==> config.mk <==
export PLATFORM = sky130hd
export DESIGN_NAME = wb_arbiter
export DESIGN_NICKNAME = d
export VERILOG_FILES = /design/src/rtl/wb_arbiter.sv
export SDC_FILE = /design/constraint.sdc
export NUM_CORES = 1
export LEC_CHECK = 0
export BUFFER_PORTS_ARGS = -buffer_cell sky130_fd_sc_hd__buf_4
export CORE_AREA = 2 2 164 166
export CTS_BUF_LIST = sky130_fd_sc_hd__clkbuf_8
export CTS_CLUSTER_DIAMETER = 200
export DETAILED_ROUTE_END_ITERATION = 12
export DIE_AREA = 0 0 166 168
export PLACE_DENSITY = 0.46
export SLEW_MARGIN = 20
export SYNTH_ARGS = -nofsm -noshare
export SYNTH_HDL_FRONTEND = slang
export SYNTH_SLANG_ARGS = --single-unit
==> constraint.sdc <==
create_clock -name wb_clk_i -period 1.39 [get_ports wb_clk_i]
set_clock_uncertainty 0.2 [all_clocks]
set_input_delay 0.139 -clock wb_clk_i [delete_from_list [all_inputs] [get_ports wb_clk_i]]
set_output_delay 0.139 -clock wb_clk_i [all_outputs]
set_load 0.03 [all_outputs]
==> src/rtl/wb_arbiter.sv <==
// Three-master to one-slave Wishbone round-robin arbiter; the grant is held for a whole cyc tenure.
// Optional stall timeout built when WB_ARB_TIMEOUT_EN is defined (TIMEOUT sets the stall limit).
module wb_arbiter #(
  parameter int unsigned TIMEOUT = 255
) (
  input  logic        wb_clk_i,
  input  logic        wb_rst_i,
  input  logic [31:0] m0_dat_i,
  input  logic [31:0] m0_adr_i,
  input  logic [3:0]  m0_sel_i,
  input  logic        m0_we_i,
  input  logic        m0_cyc_i,
  input  logic        m0_stb_i,
  output logic [31:0] m0_dat_o,
  output logic        m0_ack_o,
  input  logic [31:0] m1_dat_i,
  input  logic [31:0] m1_adr_i,
  input  logic [3:0]  m1_sel_i,
  input  logic        m1_we_i,
  input  logic        m1_cyc_i,
  input  logic        m1_stb_i,
  output logic [31:0] m1_dat_o,
  output logic        m1_ack_o,
  input  logic [31:0] m2_dat_i,
  input  logic [31:0] m2_adr_i,
  input  logic [3:0]  m2_sel_i,
  input  logic        m2_we_i,
  input  logic        m2_cyc_i,
  input  logic        m2_stb_i,
  output logic [31:0] m2_dat_o,
  output logic        m2_ack_o,
  output logic [31:0] s_dat_o,
  output logic [31:0] s_adr_o,
  output logic [3:0]  s_sel_o,
  output logic        s_we_o,
  output logic        s_cyc_o,
  output logic        s_stb_o,
  input  logic [31:0] s_dat_i,
  input  logic        s_ack_i,
  output logic [1:0]  gnt_o
);

  typedef enum logic {
    IDLE = 1'b0,
    GNT  = 1'b1
  } state_t;

  state_t      state_q, state_d;
  logic [1:0]  gnt_q, gnt_d;
  logic [1:0]  last_q, last_d;
  logic [1:0]  pick;
  logic [2:0]  cyc_vec;
  logic        g_cyc, g_stb, g_we;
  logic [31:0] g_dat, g_adr;
  logic [3:0]  g_sel;
  logic        active;
  logic        to_hit;
  logic        ack_any;

  assign cyc_vec = {m2_cyc_i, m1_cyc_i, m0_cyc_i};

  always_comb begin
    g_cyc = 1'b0;
    g_stb = 1'b0;
    g_we  = 1'b0;
    g_dat = '0;
    g_adr = '0;
    g_sel = '0;
    case (gnt_q)
      2'd0: begin
        g_cyc = m0_cyc_i; g_stb = m0_stb_i; g_we = m0_we_i;
        g_dat = m0_dat_i; g_adr = m0_adr_i; g_sel = m0_sel_i;
      end
      2'd1: begin
        g_cyc = m1_cyc_i; g_stb = m1_stb_i; g_we = m1_we_i;
        g_dat = m1_dat_i; g_adr = m1_adr_i; g_sel = m1_sel_i;
      end
      2'd2: begin
        g_cyc = m2_cyc_i; g_stb = m2_stb_i; g_we = m2_we_i;
        g_dat = m2_dat_i; g_adr = m2_adr_i; g_sel = m2_sel_i;
      end
      default: ;
    endcase
  end

  // Rotating search starting just after the last granted master.
  always_comb begin
    pick = 2'd0;
    case (last_q)
      2'd0:    pick = m1_cyc_i ? 2'd1 : (m2_cyc_i ? 2'd2 : 2'd0);
      2'd1:    pick = m2_cyc_i ? 2'd2 : (m0_cyc_i ? 2'd0 : 2'd1);
      default: pick = m0_cyc_i ? 2'd0 : (m1_cyc_i ? 2'd1 : 2'd2);
    endcase
  end

  always_comb begin
    state_d = state_q;
    gnt_d   = gnt_q;
    last_d  = last_q;
    case (state_q)
      IDLE: begin
        if (|cyc_vec) begin
          state_d = GNT;
          gnt_d   = pick;
        end
      end
      GNT: begin
        if (!g_cyc) begin
          state_d = IDLE;
          last_d  = gnt_q;
          gnt_d   = 2'd3;
        end
      end
      default: state_d = IDLE;
    endcase
  end

  always_ff @(posedge wb_clk_i) begin
    if (wb_rst_i) begin
      state_q <= IDLE;
      gnt_q   <= 2'd3;
      last_q  <= 2'd2;
    end else begin
      state_q <= state_d;
      gnt_q   <= gnt_d;
      last_q  <= last_d;
    end
  end

  assign active = (state_q == GNT) && !wb_rst_i;

`ifdef WB_ARB_TIMEOUT_EN
  logic [7:0] stall_q, stall_d;

  assign to_hit = active && (stall_q == 8'(TIMEOUT));

  always_comb begin
    stall_d = stall_q;
    if (state_q != GNT || !g_cyc || s_ack_i || to_hit) begin
      stall_d = '0;
    end else if (g_stb) begin
      stall_d = stall_q + 8'd1;
    end
  end

  always_ff @(posedge wb_clk_i) begin
    if (wb_rst_i) begin
      stall_q <= '0;
    end else begin
      stall_q <= stall_d;
    end
  end
`else
  logic unused_timeout;

  assign unused_timeout = (TIMEOUT != 0);
  assign to_hit         = 1'b0;
`endif

  assign ack_any = active && (s_ack_i || to_hit);

  assign s_cyc_o = active && g_cyc;
  assign s_stb_o = active && g_stb && !to_hit;
  assign s_we_o  = active && g_we;
  assign s_dat_o = active ? g_dat : '0;
  assign s_adr_o = active ? g_adr : '0;
  assign s_sel_o = active ? g_sel : '0;

  assign m0_ack_o = ack_any && (gnt_q == 2'd0);
  assign m1_ack_o = ack_any && (gnt_q == 2'd1);
  assign m2_ack_o = ack_any && (gnt_q == 2'd2);

  assign m0_dat_o = (to_hit && gnt_q == 2'd0) ? '1 : s_dat_i;
  assign m1_dat_o = (to_hit && gnt_q == 2'd1) ? '1 : s_dat_i;
  assign m2_dat_o = (to_hit && gnt_q == 2'd2) ? '1 : s_dat_i;

  assign gnt_o = gnt_q;

endmodule
==> results_dict.tcl <==
set metrics [dict create \
    nets 920 \
    dr.max_layer_used "met4" \
    min_from "wb_rst_i" \
    vias_per_cell 3.79 \
    seq_area_frac_synth_pct 3.26 \
    drt-total-wl_um 16700 \
    drc 0 \
    met3_length_um 1080 \
    startpoint_type "flop" \
    ys_types 33 \
    clkTransAtPathRegs_ps 40 \
    ys_warn_count 0 \
    htreeDepth 1 \
    antenna_found_initial 0 \
    rsz0062_at_grt "true" \
    start_util_pct 11.7 \
    placed_cell_area_um2 5410 \
    yosysTopAreaCell "buf_4" \
    tns_ps -41350 \
    async_flop_share_pct 0 \
    p_per_area_nw_per_um2 410 \
    grt_pass1_wl_um 23000 \
    r2r-end "last_q[1]" \
    routed-wl-met2_um 8490 \
    synth_area_leaders "buf_4 (24%), mux2i_1 (23%), a21oi_1 (11%)" \
    slew-limit-headroom_pct 79.9 \
    rr_worst_depth 7 \
    crit_arrival_ps 1650 \
    first_pass_iters 4 \
    synthFlopType "dfxtp_1" \
    port-buffer-count 291 \
    hold_viol 0 \
    synth_top_cell_area_share_pct 23.7 \
    synth_area_per_cell_um2 6.78 \
    drtIter0Drc 122 \
    max-cap-violations 0 \
    crit_type "flop to primary output" \
    diodes 0 \
    grt.overflow.total 0 \
    power_w 0.00273 \
    finalWorstSetupSlack_ps -598 \
    cts.path.max_buffers 2 \
    gp_congestion 0.752 \
    synth_nets 701 \
    whs_endpoint "gnt_o[1]" \
    top_level_ports 420 \
    postRouteAntennaNets 0 \
    fmax_mhz 503 \
    slew_viol_final 0 \
    r2r-start "gnt_o[0]" \
    clkSinkCount 5 \
    core-area_um2 26400 \
    grt_pass1_vias 3928 \
    cts_made_buffers 3 \
    holdPathStages 3 \
    failed_checks "negative setup slack" \
    grt_max_degree 39 \
    cts-root-buf "clkbuf_8" \
    cts_tree "done" \
    outcome "finished, violations left" \
    syn-instance-count 453 \
    synth_edf_count 0 \
    post_drt_wl_per_cell_um 16.5 \
    p_leak_nw 3.15 \
    gr-usage-all-layers_pct 10.3 \
    critPathMaxFanout 8 \
    netlist_top_cells_count "buf_4 (97), mux2i_1 (72), nand2_1 (71)" \
    required_ps 1050 \
    fill_cells 2861 \
    rows 60 \
    die_w_um 166 \
    drive_above_1_share_pct 76.8 \
    finalCriticalPeriod_ps 1990 \
    fp.dieH_um 168 \
    worst_pin_slew_ps 301 \
    hpwl_um 11100 \
    fin_area_um2 6650 \
    ir_drop_uv 241 \
    dp_slack_ps -380 \
    end_kind "primary output" \
    area_growth_pct 117 \
    ys_ff_latch 5 \
    synth_most_common_cell "buf_4" \
    min_path_type "input pin to flop" \
    synth_area_um2 3070 \
    worst_skew_pair.late_latency_ps 220 \
    setup_viol 79 \
    fin_crit_sh_pct 143 \
    num_vias 3837 \
    met1Wirelength_um 6760 \
    dieArea_um2 27900 \
    r2r_setup_slack_ps -460 \
]
-- kinds of logic (layout without fill, tap and decap cells) --
kind of cell | count (synthesis) | after routing | share of synthesized area [%]
and+or+nand+nor | 156 | 156 | 25.7
buffers and inverters | 133 | 351 | 31.9
AOI/OAI and AO/OA | 86 | 86 | 15.2
muxes | 73 | 73 | 23.9
DFF | 5 | 5 | 3.26
-- stage by stage --
stage / hold slack [ps] / cells / utilization (%)
floorplan: 43.8 / 453 / -
global placement: 78.4 / 981 / 20.5
detailed placement: 78.4 / 981 / 20.5
CTS: 55.4 / 1003 / 23.0
global route: 68.9 / 1012 / 25.2
finish: 56.8 / 1012 / 25.2
-- layer usage --
| layer | global-route usage (%) | vias to the layer above |
|---|---|---|
| li1 | - | 1850 |
| met2 | 18.5 | 166 |
| met4 | 2.53 | 0 |
| met3 | 2.14 | 43 |
| met1 | 12.5 | 1778 |
| met5 | 0 | - |
-- registers in the layout (all words and copies together), names as in the netlist --
| name | flops |
|---|---|
| gnt_o | 2 |
| last_q | 2 |
| state_q | 1 |
-- worst max path at each step --
stage                        start           to  slack (ps)  cells after the start
after global placement    gnt_o[0]  s_adr_o[18]        -380                      6
after detailed placement  gnt_o[0]  s_dat_o[14]        -380                      5
after global routing      gnt_o[0]  s_adr_o[18]        -670                      7
after floorplan           gnt_o[1]  s_adr_o[15]        -550                      5
after CTS                 gnt_o[0]   s_dat_o[7]        -610                      8
final                     gnt_o[0]  s_dat_o[14]        -600                      7
-- where the power goes --
group	internal, W	switching, W
logic	0.00126	0.00101
registers	0.000160	0.0000259
clock network	0.000190	0.0000777
-- critical path, cell delays in order, from the launching register on --
cell and delay (ps):
dfxtp_4 380, buf_12 150, nor2b_4 170, buf_8 170, buf_12 150, nand2_1 90
a21oi_2 160, buf_6 150
-- cell usage in the layout (no fill, tap or decap), types with 2 or more instances in the layout --
| cell type | n |
|---|---|
| nand2_1 | 27 |
| o22ai_1 | 2 |
| a21oi_4 | 23 |
| nand2_2 | 22 |
| a22oi_1 | 2 |
| a21oi_2 | 39 |
| buf_6 | 67 |
| buf_4 | 244 |
| buf_16 | 7 |
| buf_8 | 4 |
| nand2_4 | 22 |
| mux2i_1 | 71 |
| dfxtp_1 | 3 |
| inv_1 | 3 |
| dfxtp_4 | 2 |
| or2_4 | 22 |
| or2_2 | 28 |
| buf_12 | 16 |
| clkbuf_8 | 3 |
| nand2b_1 | 3 |
| clkbuf_16 | 6 |
| a21oi_1 | 8 |
| or2_0 | 19 |
| nor2_1 | 5 |
-- area by class of cell --
class	count	area, um2	share of cell area [%]
sequential	5	108	1.62
clock inverter	1	3.75	0.0564
inverter	2	7.51	0.113
multi-input combinational	315	2750	41.3
timing repair buffer	345	3320	49.9
tap	341	427	6.41
clock buffer	3	41.3	0.621
-- repair_timing --
| item | CTS | global route |
|---|---|---|
| endpoints found under the setup margin | 81 | 81 |
| cloned | 7 | 7 |
| setup buffers | 11 | 3 |
| pin swaps | 6 | 41 |
| gates resized for setup | 92 | 114 |
| hold buffers | 1 | 0 |
| endpoints found under the hold margin | 1 | 0 |
No activity file was read; power rests on OpenSTA's default activity.
